--- config.mk ---
export PLATFORM = sky130hd
export DESIGN_NAME = pattern_bit_generator
export DESIGN_NICKNAME = d
export VERILOG_FILES = /design/src/rtl/pbg_pkg.sv /design/src/rtl/pbg_bit_timer.sv /design/src/rtl/pattern_bit_generator.sv
export SDC_FILE = /design/constraint.sdc
export NUM_CORES = 1
export LEC_CHECK = 0
export CAP_MARGIN = 15
export CORE_ASPECT_RATIO = 1.4
export CORE_MARGIN = 10
export CORE_UTILIZATION = 36
export CTS_CLUSTER_DIAMETER = 50
export DETAILED_ROUTE_END_ITERATION = 8
export PLACE_DENSITY = 0.59
export SYNTH_ARGS = -nofsm -noshare
export SYNTH_HDL_FRONTEND = slang
export SYNTH_SLANG_ARGS = --single-unit
--- constraint.sdc ---
create_clock -name clk -period 2.56 [get_ports clk]
set_input_delay 0.512 -clock clk [delete_from_list [all_inputs] [get_ports clk]]
set_output_delay 0.512 -clock clk [all_outputs]
set_load 0.01 [all_outputs]
--- src/rtl/pbg_pkg.sv ---
// Shared types and default sizing for the pattern bit generator.
package pbg_pkg;

  typedef enum logic [1:0] {
    S_IDLE  = 2'd0,
    S_SEND  = 2'd1,
    S_FLUSH = 2'd2
  } pbg_state_e;

  localparam int PBG_WIDTH_DEF = 16;
  localparam int PBG_DIV_DEF   = 1;

endpackage

--- src/rtl/pbg_bit_timer.sv ---
// Bit-period prescaler: bit_tick marks the last clock of each DIV-clock bit period.
module pbg_bit_timer
  import pbg_pkg::*;
#(
  parameter int DIV = PBG_DIV_DEF
) (
  input  logic clk,
  input  logic reset_n,
  input  logic en,
  output logic bit_tick
);

  localparam int CW = (DIV > 1) ? $clog2(DIV) : 1;
  localparam logic [CW-1:0] LAST = CW'(DIV - 1);

  logic [CW-1:0] cnt;

  // Held at zero while disabled so every bit period starts from a full count.
  always_ff @(posedge clk or negedge reset_n) begin
    if (!reset_n) begin
      cnt <= '0;
    end else if (!en || cnt == LAST) begin
      cnt <= '0;
    end else begin
      cnt <= cnt + 1'b1;
    end
  end

  assign bit_tick = en && (cnt == LAST);

endmodule

--- src/rtl/pattern_bit_generator.sv ---
// Serialises a captured pattern MSB-first, one bit per DIV clocks, followed by a flush cycle.
// Optional looping of the captured pattern is enabled by defining PBG_REPEAT_EN.
module pattern_bit_generator
  import pbg_pkg::*;
#(
  parameter int WIDTH = PBG_WIDTH_DEF,
  parameter int DIV   = PBG_DIV_DEF,
  localparam int LW   = $clog2(WIDTH) + 1
) (
  input  logic             clk,
  input  logic             reset_n,
  input  logic             start,
  input  logic [WIDTH-1:0] pattern,
  input  logic [LW-1:0]    len,
  input  logic             abort,
  input  logic             repeat_mode,
  output logic             serial_bit,
  output logic             bit_valid,
  output logic             tick_reset,
  output logic             busy,
  output logic             done,
  output pbg_state_e       state_dbg
);

  pbg_state_e       state;
  logic [WIDTH-1:0] cap_pat;
  logic [WIDTH-1:0] shreg;
  logic [LW-1:0]    cap_len;
  logic [LW-1:0]    bit_cnt;
  logic [LW-1:0]    len_eff;
  logic [WIDTH-1:0] aligned;
  logic             bit_tick;
  logic             last_bit;
  logic             loop_again;

  // Left-align the active bits so the shifter always emits from the MSB.
  assign len_eff  = (len > LW'(WIDTH)) ? LW'(WIDTH) : len;
  assign aligned  = pattern << (LW'(WIDTH) - len_eff);
  assign last_bit = (bit_cnt == cap_len - 1'b1);

`ifdef PBG_REPEAT_EN
  assign loop_again = repeat_mode;
`else
  logic unused_repeat;
  assign unused_repeat = repeat_mode;
  assign loop_again    = 1'b0;
`endif

  pbg_bit_timer #(.DIV(DIV)) u_timer (
    .clk      (clk),
    .reset_n  (reset_n),
    .en       (state == S_SEND),
    .bit_tick (bit_tick)
  );

  always_ff @(posedge clk or negedge reset_n) begin
    if (!reset_n) begin
      state      <= S_IDLE;
      cap_pat    <= '0;
      shreg      <= '0;
      cap_len    <= '0;
      bit_cnt    <= '0;
      serial_bit <= 1'b0;
      bit_valid  <= 1'b0;
      tick_reset <= 1'b0;
      done       <= 1'b0;
    end else begin
      case (state)
        S_IDLE: begin
          tick_reset <= 1'b0;
          done       <= 1'b0;
          serial_bit <= 1'b0;
          bit_valid  <= 1'b0;
          if (start && len != '0) begin
            cap_pat    <= aligned;
            cap_len    <= len_eff;
            shreg      <= aligned << 1;
            serial_bit <= aligned[WIDTH-1];
            bit_valid  <= 1'b1;
            bit_cnt    <= '0;
            state      <= S_SEND;
          end
        end
        S_SEND: begin
          // Abort wins over completion: no done pulse, only the detector clear.
          if (abort) begin
            state      <= S_IDLE;
            serial_bit <= 1'b0;
            bit_valid  <= 1'b0;
            tick_reset <= 1'b1;
            bit_cnt    <= '0;
          end else if (bit_tick) begin
            if (last_bit) begin
              state      <= S_FLUSH;
              serial_bit <= 1'b0;
              bit_valid  <= 1'b0;
              tick_reset <= 1'b1;
              done       <= 1'b1;
            end else begin
              bit_cnt    <= bit_cnt + 1'b1;
              serial_bit <= shreg[WIDTH-1];
              shreg      <= shreg << 1;
            end
          end
        end
        S_FLUSH: begin
          done       <= 1'b0;
          tick_reset <= 1'b0;
          bit_cnt    <= '0;
          if (abort) begin
            state      <= S_IDLE;
            tick_reset <= 1'b1;
          end else if (loop_again) begin
            state      <= S_SEND;
            shreg      <= cap_pat << 1;
            serial_bit <= cap_pat[WIDTH-1];
            bit_valid  <= 1'b1;
          end else begin
            state <= S_IDLE;
          end
        end
        default: state <= S_IDLE;
      endcase
    end
  end

  assign busy      = (state != S_IDLE);
  assign state_dbg = state;

endmodule
======== Word-level counts from Yosys, hierarchy flattened ========
Index checks and enable logic that the tools add are counted.
word-level totals
  register bits ........................... 33
  bits in latches ......................... 0
  memory bits (writable) .................. 0
  bits in read-only memories .............. 0
  input port bits ......................... 26
  output and inout bits ................... 7
  logic and storage cells ................. 80
  memories kept ........................... 0
operators by class
  add/subtract/negate cells ............... 4
  $mul .................................... 0
  div/mod/pow operators ................... 0
  $lt $le $gt $ge ......................... 1
  eq/ne operators ......................... 11
  shifts and indexed selects .............. 1
  mux-type cells .......................... 34
  bitwise gates (word level) .............. 1
  reductions and logical operators ........ 19
operator list
  cell                 number
  $mux 16              4
  $pmux 16 s2          1
  $mux 5               5
  $shl 16x5->16        1
  $pmux 5 s3           1
  $mux 1               14
  $ne 2x2->1 const B   5
  $ne 3x3->1 const B   3
  $reduce_and 3->1     3
  $mux 2               4
  $reduce_and 4->1     2
  $pmux 1 s2           3
  $reduce_bool 2->1    3
  $add 5x1->5 const B  1
  $eq 5x5->1           1
  $gt 5x5->1 const B   1
  $reduce_and 5->1     1
  $reduce_bool 5->1    1
  $sub 5x1->5 const B  1
  $sub 5x5->5 const A  1
  $pmux 2 s2           1
  $reduce_and 2->1     2
  $pmux 1 s3           1
  $reduce_bool 3->1    1
  9 further kinds      10

======== Longest topological paths before layout ========
Gate-level depths: netlist (run 1).
  word-level depth ........................ 6
  gate-level depth with buffers ........... 11
  gate-level depth less buffers ........... 9

======== Hierarchy ========
A second synthesis (run 1) with hierarchy kept.
second synthesis, totals
  cell total of the unflattened synthesis .. 265
  area total of the unflattened synthesis .. 2581.2 um2
by module, submodules not included
  module                 times used  cells an instance  area an instance (um2)  seq. area each (um2)
  pattern_bit_generator  1           262                2538.7                  775.7
  pbg_bit_timer          1           3                  42.5                    25.0

======== Least setup slack after synthesis (run 1) ========
No wires, ideal clock.
  path type ............................... input-to-reg
  from .................................... input port len[0]
  to ...................................... register shreg[14]
  setup time .............................. 126 ps
  data arrival time ....................... 2479 ps
  data required time ...................... 2434 ps
  path slack .............................. -45 ps
  stages on the path ...................... 9
  buffers on the path ..................... 1
  cell sequence ........................... nor2b_1 -> buf_6 -> inv_2 -> ha_1 -> xor2_4 -> mux4_2 -> nand2_1 -> a21oi_1 -> o32a_1
between the ends
  cells in the longest elaborated chain, start to end .. 6
  elaborated cells on any way between the ends .. 10
  those cells by class .................... add/sub: 1; order compare: 1; eq/ne: 1; shift: 1; mux: 3; reduce/logical: 3
RTL lines
  what                  RTL line                      text
  from (decl)           pattern_bit_generator.sv:14   input logic [LW-1:0] len,
  $gt 5x5->1            pattern_bit_generator.sv:37   assign len_eff = (len > LW'(WIDTH)) ? LW'(WIDTH) : len;
  $mux 5                pattern_bit_generator.sv:37
  $sub 5x5->5           pattern_bit_generator.sv:38   assign aligned = pattern << (LW'(WIDTH) - len_eff);
  $shl 16x5->16         pattern_bit_generator.sv:38
  $mux 16               pattern_bit_generator.sv:74   if (start && len != '0) begin
  $pmux 16 s2           pattern_bit_generator.sv:68   case (state)
  to (signal assigned)  pattern_bit_generator.sv:77   shreg <= aligned << 1;
  to (signal assigned)  pattern_bit_generator.sv:102  shreg <= shreg << 1;
  to (signal assigned)  pattern_bit_generator.sv:115  shreg <= cap_pat << 1;
  to (decl)             pattern_bit_generator.sv:27   logic [WIDTH-1:0] shreg;
Several ways; a longest one is shown, not always the timed one. The select of a mux whose other input is x is not followed.
A chain may end at the register's enable or synchronous reset.

======== Worst setup path after layout (run 1) ========
Ends and elaborated chain as after synthesis.

==> results.md, run 1 <==
* Result of the run: complete, no violations
* Crit-path leading delay family: buffers and inverters
* Cells along the critical path: clkdlybuf4s50_1 -> nor2b_4 -> inv_2 -> ha_4 -> xor2_4 -> mux4_2 -> nand2_1 -> a21oi_1 -> o32a_1
* First-pass DRT Iterations at 4
* Number of top-level pins at 33
* GRT Residual Overflow at 0
* Count of cells along the worst register-to-register path at 8
* Signed area change from the synthesized netlist to the final layout at 31.1%
* Routed length on met3 at 170 um
* Maximum fanout encountered on the critical timing path at 4
* Hold endpoint: shreg[14]
* Worst Max-Slew Pin Slew at 0.539 ns
* Sequential group share of total power at 30.1%
* Internal portion of total power at 1.70 mW
* Per-cell routed wire length at 15.4 um
* Reg2Reg Capture Point: shreg[15]
* Number of buffer and inverter stages on the critical path at 2
* Initial Utilization at 37.3%
* CP endpoint kind: flip-flop
* Leakage at 1.38 nW
* Synth warn at 0
* Area used by multi-input combinational logic at 1610 um2
* H-tree lvl count at 2
* Worst-case clock skew at 0.00715 ns
* Wire length after detailed routing at 6350 um
* Fraction of power spent switching nets at 38.7%
* Insertion delay of the later-clocked pin in the worst-skew pair at 0.28 ns
* Worst R2R Setup Slack at 0.39 ns
* Aggregate global-route resource usage at 12.2%
* Worst vdd rail ir drop at 0.000359 V
* Top_reg_cell synth: sky130_fd_sc_hd__dfrtp_1
* Synth area leader: sky130_fd_sc_hd__dfrtp_1
* Power density of the placed cells at 859 nW/um2
* Total of endpoints with negative setup slack in the final report at 0
* Total DRC errors in the routed layout at 0
* Hold_buf cts at 0
* # Max-Cap Violations at 0
* Cells taking the most area after synthesis: sky130_fd_sc_hd__dfrtp_1 32%, sky130_fd_sc_hd__mux2i_1 8.5%, sky130_fd_sc_hd__mux4_2 8.2%
* Combinational share of power at 52.7%
* Share of the clock period used by the worst path after layout at 96.2%
* Worst Path Class, Setup: in2reg
* Pwr Total at 2.78 mW
* Antenna violations before repair at 0
* Slowest cell delay on critical path at 0.54 ns
* Yosys cell types at 54
* Synthesized netlist cell count at 261
* Rel. slew slack at 63.7%
* Max clock buf depth at 2
* Count of vias placed by the detailed router at 2214
* Class of the most critical hold timing path: reg2reg
* Number of inserted filler cells in the final layout at 656
* Slowest cell on the critical path: sky130_fd_sc_hd__mux4_2
* Weighted congestion at the end of routability-driven global placement at 0.870
* Peak clock frequency supported by timing at 406 MHz
* Startpoint of the worst register-to-register path: cap_len[0]
* Required arrival time at the worst endpoint at 2.73 ns
* HPWL after detailed placement at 5140 um
* Die Span Y at 118 um
* Count of flip-flops with a built-in enable after synthesis at 0
* Diode count at 0
* Area of the mapped netlist at 2470 um2
* Worst min-delay path startpoint: shreg[14]
* Share of post-route cells with drive strength above 1 at 21.8%
* Wire length the detailed router placed on met1 at 2620 um
* Min Clock Period, post-route at 2.46 ns
* Number of buffers inserted by port buffering at 31
* Fraction of post-synthesis cell area in the top cell type by area at 32.5%
* DRT antenna net count at 0
* Initial drt markers at 53
* #FFs+latches synth at 32
* Final hold vios at 0
* Clock root buffer: sky130_fd_sc_hd__clkbuf_8
* Kind of launch point of the worst setup path: input pin
* Setup repair bufs after CTS at 0
* TritonCTS clock tree: done
* Share of the yosys chip area belonging to registers at 32.5%
* CTS clk-pin slew, worst paths at 0.07 ns
* Mean area per synthesized cell at 9.45 um2
* Top layer reached by signal wires: met4
* Reported net switching power at 1.08 mW
* Final instance area at 3240 um2
* Placeable core area at 6610 um2
* Max-slew violation count at 0
* Number of CTS-inserted buffers at 5
* Number of nets produced by synthesis at 294
* Width of the chip at 90.0 um
* Floorplan row count at 35
* Area occupied by registers at 801 um2
* Pin count of the biggest net entering global routing at 33
* Portion of total power attributed to the clock network at 17.2%
* Final #Nets at 353
* Post-detailed-placement cell area at 3080 um2
* Clock Sinks at 32
* Die footprint at 10600 um2
* First-pass GRT wire length at 11000 um
* Ys async rst share at 100%
* Routed via count divided by cell count at 5.36
* CP arrival at 2.63 ns
* Vias in the first global route at 2253
* Hold Path Cell Cnt at 1
* Met2 Wirelength at 3500 um
==> cell families (layout without fill, tap and decap cells) <==
group           count (synthesis)  in the layout  share of synthesized area, %
simple gates                   78             78                          15.8
flops                          32             32                          32.5
other cells                     1              1                         0.152
mux                            32             32                          17.6
xor+xnor                        7              7                          3.25
buf+inv                        23             83                          4.31
fa+ha+maj                       7              7                          3.55
compound gates                 81             81                          22.8
==> repair_timing <==
action	4_1_cts	5_1_grt
endpoints found under the setup margin	3	10
gates resized for setup	1	9
endpoints found under the hold margin	0	0
pin swaps	0	1
==> worst reg2reg max path, stage by stage (launching register included) <==
cell and delay, ns:
sky130_fd_sc_hd__dfrtp_1 0.40, sky130_fd_sc_hd__inv_1 0.06, sky130_fd_sc_hd__ha_1 0.30, sky130_fd_sc_hd__xnor2_1 0.13, sky130_fd_sc_hd__a211oi_1 0.33, sky130_fd_sc_hd__o311a_4 0.34
sky130_fd_sc_hd__a21oi_4 0.09, sky130_fd_sc_hd__buf_4 0.21, sky130_fd_sc_hd__o22a_1 0.20
==> state kept, by name, summed over array words and instances, names as in the netlist <==
name and flops:
tick_reset 1, shreg 15, serial_bit 1, bit_valid 1
done 1, bit_cnt 5, state_dbg 2, u_timer.cnt 1
cap_len 5
==> final cells by class <==
type,count,area share [%]
clock buffer,6,2.24
clock inverter,2,1.08
inverter,11,1.28
multi-input combinational,206,49.7
sequential,32,24.7
tap,92,3.56
timing repair buffer,64,17.4
==> layer usage <==
metal	vias up	global-route usage (%)
met3	6	2.49
met5	-	0
li1	1098	-
met4	0	3.09
met1	1066	13.7
met2	44	22.6
==> cell usage after synthesis (4+ instances only) <==
master                     number
sky130_fd_sc_hd__nor3_1         4
sky130_fd_sc_hd__nor2b_1        5
sky130_fd_sc_hd__nand2_1       24
sky130_fd_sc_hd__o21ai_0       18
sky130_fd_sc_hd__nor2_1        20
sky130_fd_sc_hd__mux4_2         9
sky130_fd_sc_hd__o31ai_1        5
sky130_fd_sc_hd__nand3_1        5
sky130_fd_sc_hd__nand2b_1       5
sky130_fd_sc_hd__mux2i_1       21
sky130_fd_sc_hd__clkbuf_1       6
sky130_fd_sc_hd__o21a_1         4
sky130_fd_sc_hd__dfrtp_1       32
sky130_fd_sc_hd__ha_1           7
sky130_fd_sc_hd__nor4_1         4
sky130_fd_sc_hd__inv_1          9
sky130_fd_sc_hd__xnor2_1        4
sky130_fd_sc_hd__a21oi_1       23
sky130_fd_sc_hd__buf_2          4
==> worst max path at each step <==
| stage | start | end | slack [ns] | cells after the start |
|---|---|---|---|---|
| 6_report | len[0] | shreg[14] | 0.1 | 9 |
| 5_1_grt | len[0] | shreg[13] | -0.004 | 10 |
| 4_1_cts | len[0] | shreg[15] | 0.04 | 9 |
| 3_5_place_dp | len[0] | shreg[14] | -0.30 | 9 |
| 3_3_place_gp | len[0] | shreg[14] | -0.27 | 9 |
| 2_1_floorplan | len[0] | shreg[14] | 0.02 | 9 |
==> cells in the final DEF (no fill, tap or decap), types with 2 or more instances in the layout <==
master,netlist,final
sky130_fd_sc_hd__a21o_1,2,2
sky130_fd_sc_hd__a21oi_1,23,23
sky130_fd_sc_hd__a22oi_1,3,3
sky130_fd_sc_hd__a2bb2oi_1,2,2
sky130_fd_sc_hd__a31oi_1,3,3
sky130_fd_sc_hd__a32oi_1,3,3
sky130_fd_sc_hd__and3_1,2,2
sky130_fd_sc_hd__buf_4,0,32
sky130_fd_sc_hd__clkbuf_8,0,5
sky130_fd_sc_hd__clkdlybuf4s50_1,0,30
sky130_fd_sc_hd__dfrtp_1,32,32
sky130_fd_sc_hd__ha_1,7,6
sky130_fd_sc_hd__inv_1,9,9
sky130_fd_sc_hd__inv_2,2,2
sky130_fd_sc_hd__mux2_2,2,2
sky130_fd_sc_hd__mux2i_1,21,19
sky130_fd_sc_hd__mux2i_2,0,2
sky130_fd_sc_hd__mux4_2,9,9
sky130_fd_sc_hd__nand2_1,24,24
sky130_fd_sc_hd__nand2b_1,5,5
sky130_fd_sc_hd__nand3_1,5,5
sky130_fd_sc_hd__nand4bb_1,2,2
sky130_fd_sc_hd__nor2_1,20,20
sky130_fd_sc_hd__nor2b_1,5,4
sky130_fd_sc_hd__nor3_1,4,4
sky130_fd_sc_hd__nor4_1,4,4
sky130_fd_sc_hd__o21a_1,4,4
sky130_fd_sc_hd__o21ai_0,18,18
sky130_fd_sc_hd__o31a_1,3,3
sky130_fd_sc_hd__o31ai_1,5,4
sky130_fd_sc_hd__or2_2,2,2
sky130_fd_sc_hd__xnor2_1,4,3
sky130_fd_sc_hd__xor2_1,2,2
==> through the flow <==
step | hold WS (ns) | instances | TNS [ns] | util (%) | setup slack (ns)
after floorplan | 0.216 | 261 | 0 | - | 0.0161
after CTS | 0.513 | 413 | 0 | 48.2 | 0.0437
after global placement | 0.487 | 405 | -3.05 | 46.5 | -0.269
final | 0.511 | 413 | 0 | 48.9 | 0.0978
after detailed placement | 0.497 | 405 | -3.51 | 46.5 | -0.298
after global routing | 0.524 | 413 | -0.00428 | 48.9 | -0.00428
==> power groups by stage <==
stage / Clock (mW) / Combinational (mW) / Sequential (mW)
3_3_place_gp: 0 / 1.43 / 0.843
5_1_grt: 0.523 / 1.64 / 0.863
6_report: 0.477 / 1.47 / 0.837
3_5_place_dp: 0 / 1.45 / 0.850
4_1_cts: 0.492 / 1.46 / 0.840
2_1_floorplan: 0 / 0.968 / 0.831
Power figures use the tool's default switching activity.
==> run 2, diff against run 1 <==
--- a/config.mk
+++ b/config.mk
@@ -8,10 +8,10 @@
 export CAP_MARGIN = 15
 export CORE_ASPECT_RATIO = 1.4
 export CORE_MARGIN = 10
-export CORE_UTILIZATION = 36
+export CORE_UTILIZATION = 35
 export CTS_CLUSTER_DIAMETER = 50
 export DETAILED_ROUTE_END_ITERATION = 8
-export PLACE_DENSITY = 0.59
+export PLACE_DENSITY = 0.58
 export SYNTH_ARGS = -nofsm -noshare
 export SYNTH_HDL_FRONTEND = slang
 export SYNTH_SLANG_ARGS = --single-unit
==> results.md, run 2 (synthesis gave the netlist of run 1 again) <==
* Result of the run: complete, no violations
* # Max-Cap Violations at 0
* Met3 layer usage reported by global route at 2.58%
* Worst R2R Setup Slack at 0.38 ns
* Routed via count divided by cell count at 5.25
* Die footprint at 10900 um2
* Wire length after detailed routing at 6540 um
* Setup repair bufs after CTS at 0
* Sequential group share of total power at 30.1%
* Power density of the placed cells at 858 nW/um2
* Worst Path Class, Setup: in2reg
* Reported net switching power at 1.07 mW
* DRT antenna net count at 0
* Number of inserted filler cells in the final layout at 703
* First-pass DRT Iterations at 4
* Endpoint of the worst setup timing path: serial_bit
* GRT Residual Overflow at 0
* Min Hold Slack at 0.502 ns
* First-pass GRT wire length at 10900 um
* Total of endpoints with negative setup slack in the final report at 0
* CTS clk-pin slew, worst paths at 0.07 ns
* Number of top-level pins at 33
* Kind of launch point of the worst setup path: input pin
* Worst-case clock skew at 0.0110 ns
* TritonCTS clock tree: done
* Worst slack after detailed placement at -0.328 ns
* Placeable core area at 6940 um2
* Number of buffers inserted by port buffering at 31
* Count of vias placed by the detailed router at 2207
* Share of post-route cells with drive strength above 1 at 22.8%
* Maximum fanout encountered on the critical timing path at 7
* Count of cells along the worst register-to-register path at 8
* Portion of total power attributed to the clock network at 17.0%
* Share of the clock period used by the worst path after layout at 95.8%
* Post-route core utilization at 46.9%
* RSZ-0062 raised after global routing: no
* Antenna violations before repair at 0
* Top reg by flops: shreg
* Final #Nets at 357
* Initial Utilization at 35.6%
* Biggest registers after layout: shreg (15), bit_cnt (5), cap_len (5)
* Width of the chip at 91.0 um
* CP arrival at 2.64 ns
* GRT met2 Usage at 22.7%
* Floorplan row count at 36
* Class of the most critical hold timing path: reg2reg
* CP endpoint kind: flip-flop
* Grt peak-use layer: met2
* Critical Path Source: len[0]
* Final hold vios at 0
* Worst vdd rail ir drop at 0.000353 V
* Leakage at 1.39 nW
* GRT met1 Usage at 12.8%
* Weighted congestion at the end of routability-driven global placement at 0.820
* Max clock buf depth at 2
* Most frequent standard cell in the layout excluding fill and tap cells: sky130_fd_sc_hd__buf_4
* Fraction of power spent switching nets at 38.4%
* Commonest non-fill, non-tap cells in the layout: 37 x sky130_fd_sc_hd__buf_4, 32 x sky130_fd_sc_hd__dfrtp_1, 30 x sky130_fd_sc_hd__clkdlybuf4s50_1
* Setup total negative slack at 0 ns
* Internal portion of total power at 1.72 mW
* Die Span Y at 119 um
* Initial drt markers at 110
* Signed area change from the synthesized netlist to the final layout at 31.8%
* Clock root buffer: sky130_fd_sc_hd__clkbuf_8
* Min Clock Period, post-route at 2.45 ns
* Per-cell routed wire length at 15.6 um
* Peak clock frequency supported by timing at 408 MHz
* Flip-flop count of the largest register after layout at 15
* Reg2Reg Capture Point: shreg[15]
* Vias in the first global route at 2293
* Total DRC errors in the routed layout at 0
* Max-slew violation count at 0
* Clock Sinks at 32
* Aggregate global-route resource usage at 12.1%
* Pin count of the biggest net entering global routing at 33
* Number of CTS-inserted buffers at 5
* Worst path setup slack after routing at 0.106 ns
* H-tree lvl count at 2
* Diode count at 0
* Combinational share of power at 53.0%
* Insertion delay of the later-clocked pin in the worst-skew pair at 0.28 ns
* Required arrival time at the worst endpoint at 2.75 ns
* Startpoint of the worst register-to-register path: cap_len[0]
* HPWL after detailed placement at 5280 um
-- run 2: final cells by class --
type                    count  area (um2)  area share [%]
repair buffers             68         591            18.2
multi-input cells         206        1590            49.0
flip-flops and latches     32         801            24.6
clock inverters             2        35.0            1.08
clock buffers               6        72.6            2.23
inverters                  11        41.3            1.27
well taps                  95         119            3.65
-- run 2: worst min path at each step --
stage / cells after the start / slack (ns) / endpoint / start
after floorplan: 0 / 0.22 / bit_cnt[0] / reset_n
after global placement: 1 / 0.49 / bit_valid / bit_valid
after detailed placement: 1 / 0.50 / bit_cnt[4] / bit_cnt[4]
after CTS: 1 / 0.50 / bit_cnt[4] / bit_cnt[4]
after global routing: 1 / 0.51 / bit_cnt[4] / bit_cnt[4]
final: 1 / 0.50 / bit_cnt[4] / bit_cnt[4]
-- run 2: metal layers --
layer | wire length, um | vias up | share of wire [%]
met5 | 0 | - | 0
met1 | 2580 | 1045 | 40
li1 | - | 1100 | -
met3 | 247 | 12 | 3.8
met2 | 3580 | 50 | 55
met4 | 133 | 0 | 2.0
-- run 2: critical path, stage by stage --
cell                              delay [ns]
sky130_fd_sc_hd__clkdlybuf4s50_1        0.47
sky130_fd_sc_hd__nor2b_2                0.17
sky130_fd_sc_hd__inv_2                  0.06
sky130_fd_sc_hd__ha_4                   0.18
sky130_fd_sc_hd__xnor2_1                0.17
sky130_fd_sc_hd__buf_4                  0.20
sky130_fd_sc_hd__mux2i_2                0.28
sky130_fd_sc_hd__mux2i_1                0.14
sky130_fd_sc_hd__o221a_1                0.27
sky130_fd_sc_hd__a211oi_2               0.18
-- run 2: power by group through the flow --
stage | clock network [mW] | logic (mW) | registers, mW
detailed placement | 0 | 1.47 | 0.849
floorplan | 0 | 0.968 | 0.831
CTS | 0.490 | 1.48 | 0.840
global placement | 0 | 1.45 | 0.844
finish | 0.473 | 1.48 | 0.839
global route | 0.512 | 1.65 | 0.866
-- run 2: timing repair --
action / 4_1_cts / 5_1_grt
hold buffers: 0 / 0
resized for setup: 1 / 7
setup endpoints to repair: 2 / 14
pin swaps: 0 / 1
-- run 2: metrics by stage --
stage	power, mW	instance area (um2)	std cells
finish	2.79	3250	420
global route	3.03	3250	420
CTS	2.81	3220	420
detailed placement	2.32	3110	412
global placement	2.30	3110	412
floorplan	1.80	2470	261
==> run 3, diff against run 2 <==
--- a/config.mk
+++ b/config.mk
@@ -5,6 +5,7 @@
 export SDC_FILE = /design/constraint.sdc
 export NUM_CORES = 1
 export LEC_CHECK = 0
+export ABC_CLOCK_PERIOD_IN_PS = 2560
 export CAP_MARGIN = 15
 export CORE_ASPECT_RATIO = 1.4
 export CORE_MARGIN = 10
==> results of run 3 <==
Final layout, timing and power as in run 2 (identical DEF).
==> RTL change 1 (flow settings as in run 1) <==
`PBG_WIDTH_DEF`: 16 -> 32.
--- a/src/rtl/pbg_pkg.sv
+++ b/src/rtl/pbg_pkg.sv
@@ -9,3 +9,3 @@
 
-  localparam int PBG_WIDTH_DEF = 16;
+  localparam int PBG_WIDTH_DEF = 32;
   localparam int PBG_DIV_DEF   = 1;
Interface: changed (resized len and pattern); port bits go from 33 to 50. The function was not compared with the original's and may differ.
==> RTL change 1 against run 1 <==
Register-to-register slack lost 0.34 ns; highest routed layer unchanged; final area grew 89%; power grew 66%; sequential cell count grew 18; largest cell class unchanged; synthesized area grew 71%; synthesized cell count grew 79%; cell count grew 85%; maximum frequency shrank 1.8%; setup slack lost 0.045 ns; routed wire length grew 120%; global-route usage grew 4.0 points; sequential share of layout area shrank 4.3 points.
==> RTL change 1: results (changes against run 1) <==
Yosys
  – Syn_area_per_cell: 9.02 sq um (-4.6%)
  – Top cells by area, synth: dfrtp_1 30%, mux2i_1 16%, nand2_1 6.8%
  – Yosys cell types: 63 (+17%)
  – Sequential area share after synthesis: 29.7% (-2.7 points)

Place
  – Port bufs: 48 (+55%)
  – Placed Area: 5680 sq um (+85%)
  – Placed wire-length estimate: 11.1 mm (+120%)
  – Pre-CTS setup slack: -0.708 ns (-0.409 ns)
  – Final RePlAce weighted congestion: 0.910 (+4.6%)
  – Dpl cells: 738 (+82%)

Power
  – Cell Pwr Density: 756 nW/um^2 (-12%)
  – Leak pwr: 0.00266 uW (+94%)
  – P_comb: 2670 uW (+82%)

Critical path
  – Slowest-stage cell, CP: or4_4
  – Worst-path fanout max: 7 (+3)
  – Launch point of the worst path: cap_len[0]
  – CP Launch Type: flip-flop
  – Critical Path End: shreg[21]
  – Worst Reg-to-Reg Cells: 9 (+1)
  – Cell family with most CP delay: simple AND/OR/NAND/NOR gates

Clock tree
  – Post CTS Setup Buffer Count: 12 (+12)
  – Gates resized, CTS repair: 17 (+16)

Drt
  – WL per Instance: 18.3 um (+19%)
  – WL met1: 5.71 mm (+120%)

Global routing
  – Met3 Use GR: 2.51% (+0.022 points)
  – Gr usage total: 16.2% (+4.0 points)
  – Met1 GRT Util: 17.4% (+3.7 points)
  – Met2 Use GR: 29.6% (+7.0 points)

Outcome
  – Status: completed

Cells and area
  – Nets: 671 (+90%)
  – Fraction of layout cells with a size suffix above 1: 32.6% (+11 points)
  – Fin cells: 766 (+85%)
  – Fillers: 1062 (+62%)

Timing
  – Final period utilization: 97.9% (+1.8 points)
  – Worst Skew: 0.00443 ns (-0.00272 ns)
  – Measured slew at the worst slew-check pin: 0.657 ns (+0.118 ns)

Hold path
  – HP Class: input pin to async pin
==> RTL change 1: cell count changes in the layout (fill, tap and decap cells not counted), sizes merged, moves of 9 or more <==
cell           change
nand2             +52
buf               +92
o21ai             +18
clkdlybuf4s50     +13
mux2i             +46
dfrtp             +18
o22ai              +9
==> RTL change 1: cells by family (layout without fill, tap and decap cells) <==
group | Yosys count | in the layout | synth area share [%]
AND/OR/NAND/NOR | 151 | 151 | 17.3
adder cells (fa/ha/maj) | 7 | 7 | 2.08
flip-flops | 50 | 50 | 29.7
buffers and inverters | 35 | 189 | 3.86
other | 1 | 1 | 0.0891
XOR/XNOR | 8 | 8 | 2.11
AO/OA/AOI/OAI | 126 | 127 | 19.6
multiplexers | 89 | 89 | 25.2
==> RTL change 1: area by class of cell <==
class	count	area (sq um)	share of cell area (%)
well taps	144	180	2.95
inverters	9	36.3	0.594
flip-flops and latches	50	1250	20.5
clock buffers	5	125	2.05
clock inverters	3	21.3	0.348
repair buffers	172	1510	24.6
multi-input cells	383	2990	48.9
==> RTL change 2 (flow settings as in run 1) <==
Made on the original files. Register the output `state_dbg` once more, without a reset; this adds one clock of latency there. The other outputs are not delayed to match.
--- a/src/rtl/pattern_bit_generator.sv
+++ b/src/rtl/pattern_bit_generator.sv
@@ -127,3 +127,5 @@
   assign busy      = (state != S_IDLE);
-  assign state_dbg = state;
+  always_ff @(posedge clk) begin
+    state_dbg <= state;
+  end
 
Function: changed (a bounded check fails within 4 cycles, from zero or initial values and one cycle with reset_n low).
==> RTL change 2 against run 1 <==
Power shrank 4.8%; final area grew 13%; sequential share of layout area shrank 1.7 points; synthesized area is 12% higher; largest cell class unchanged; sequential cell count rose by 2; global-route usage is 0.75 points higher; setup slack better by 0.033 ns; routed wire length rose by 14%; maximum frequency grew 1.4%.
==> RTL change 2: results (changes against run 1) <==
Critical path
  – Worst-path fanout max: 9 (+5)
  – Slowest-stage cell, CP: clkdlybuf4s50_1

Clock tree
  – CTS max path bufs: 2 (unchanged)

Outcome
  – Status: completed

Cells and area
  – Nets: 398 (+13%)
  – Fraction of layout cells with a size suffix above 1: 26.0% (+4.1 points)
  – Fin cells: 463 (+12%)
  – Top Registers: shreg: 15 flops, bit_cnt: 5 flops, cap_len: 5 flops
  – Fillers: 725 (+11%)
  – Synth-to-Final Area Change: 32.3%

Yosys
  – Most frequent cells after synthesis: 32 x dfrtp_1, 24 x nand2_1, 23 x o21ai_0
  – Yosys cell types: 66 (+22%)
  – Post-Syn Nets: 324 (+10%)
  – Syn_area_per_cell: 9.47 sq um (+0.15%)
  – Async set-reset flop share out of synthesis: 94.1% (-5.9 points)
  – Sequential area share after synthesis: 30.5% (-1.9 points)
  – Top cells by area, synth: dfrtp_1 29%, mux4_2 8.2%, mux2i_1 4.4%

Power
  – VDD IR max: 0.000329 V (-8.4%)
  – P_seq: 849 uW (+1%)
  – P_comb: 1390 uW (-5%)
  – NetSw: 1010 uW (-5.9%)
  – Leak pwr: 0.00159 uW (+15%)

Global routing
  – Number of global-route vias before repair: 2545 (+13%)
  – Largest net degree at the start of global routing: 33 (unchanged)
  – Gr usage total: 13.0% (+0.75 points)
  – First-pass GRT wire length: 12.4 mm (+13%)

Timing
  – Worst slew margin: 64.4% (+0.70 points)
  – Worst Skew: 0.00760 ns (+0.000450 ns)

Hold path
  – HP Class: flip-flop to flip-flop

Place
  – Placed wire-length estimate: 5.78 mm (+12%)
  – Dpl cells: 452 (+12%)
  – Final RePlAce weighted congestion: 0.857 (-1.5%)
  – Placed Area: 3480 sq um (+13%)
  – Port bufs: 31 (unchanged)

Drt
  – Drt first pass iters: 4 (unchanged)
  – Via density: 5.37 (+0.16%)
  – Wirelength, routed: 7.26 mm (+14%)
  – Detailed Route Iter0 Violations: 107 (+100%)
## RTL change 2: layer usage
metal	up-vias	track usage (%)	part of all wire, %	wire length, um
li1	1234	-	-	-
met1	1203	15.3	44	3180
met2	44	23.0	51	3730
met3	5	2.18	3.4	246
met4	0	4.67	1.4	98
met5	-	0	0	0
## RTL change 2: per-stage QoR
step | setup slack [ns] | hold WS (ns) | power (uW)
global placement | -0.319 | 0.423 | 2200
CTS | 0.0367 | 0.455 | 2660
floorplan | -0.0107 | 0.216 | 1700
global route | 0.0320 | 0.474 | 2870
detailed placement | -0.343 | 0.444 | 2240
finish | 0.131 | 0.447 | 2650
## RTL change 2: layout make-up
type / count / area share, %
Sequential cell: 34 / 23.1
Multi-Input combinational cell: 225 / 49.1
Clock buffer: 7 / 2.37
Tap cell: 97 / 3.33
Inverter: 14 / 1.58
Clock inverter: 1 / 0.137
Timing Repair Buffer: 85 / 20.4
## RTL change 2: logic make-up (layout without fill, tap and decap cells)
kind of cell    after synthesis  in the layout  share of synthesized area [%]
xor+xnor                      8              8                           3.22
buf+inv                      32            107                           6.09
mux                          30             30                           16.3
flops                        34             34                           30.5
other cells                   1              1                          0.136
fa+ha+maj                     7              7                           3.18
simple gates                 89             89                           17.7
compound gates               90             90                           22.8
## RTL change 2: repair_timing
action	CTS	global route
setup endpoints to repair	5	8
pin swaps	0	4
resized for setup	2	9
buffers inserted	0	3
## RTL change 2: path summary, 6_finish.rpt
path	from	to	slack, ns	depth (start not counted)
worst max-delay path	len[2]	shreg[14]	0.13	8
min in group asynchronous	reset_n	bit_cnt[2]	0.63	2
worst max register to register	cap_len[0]	shreg[10]	0.22	8
max in group asynchronous	reset_n	shreg[2]	1.63	2
worst min-delay path	state[0]	state_dbg[0]	0.45	0
worst min register to register	state[0]	state_dbg[0]	0.45	0
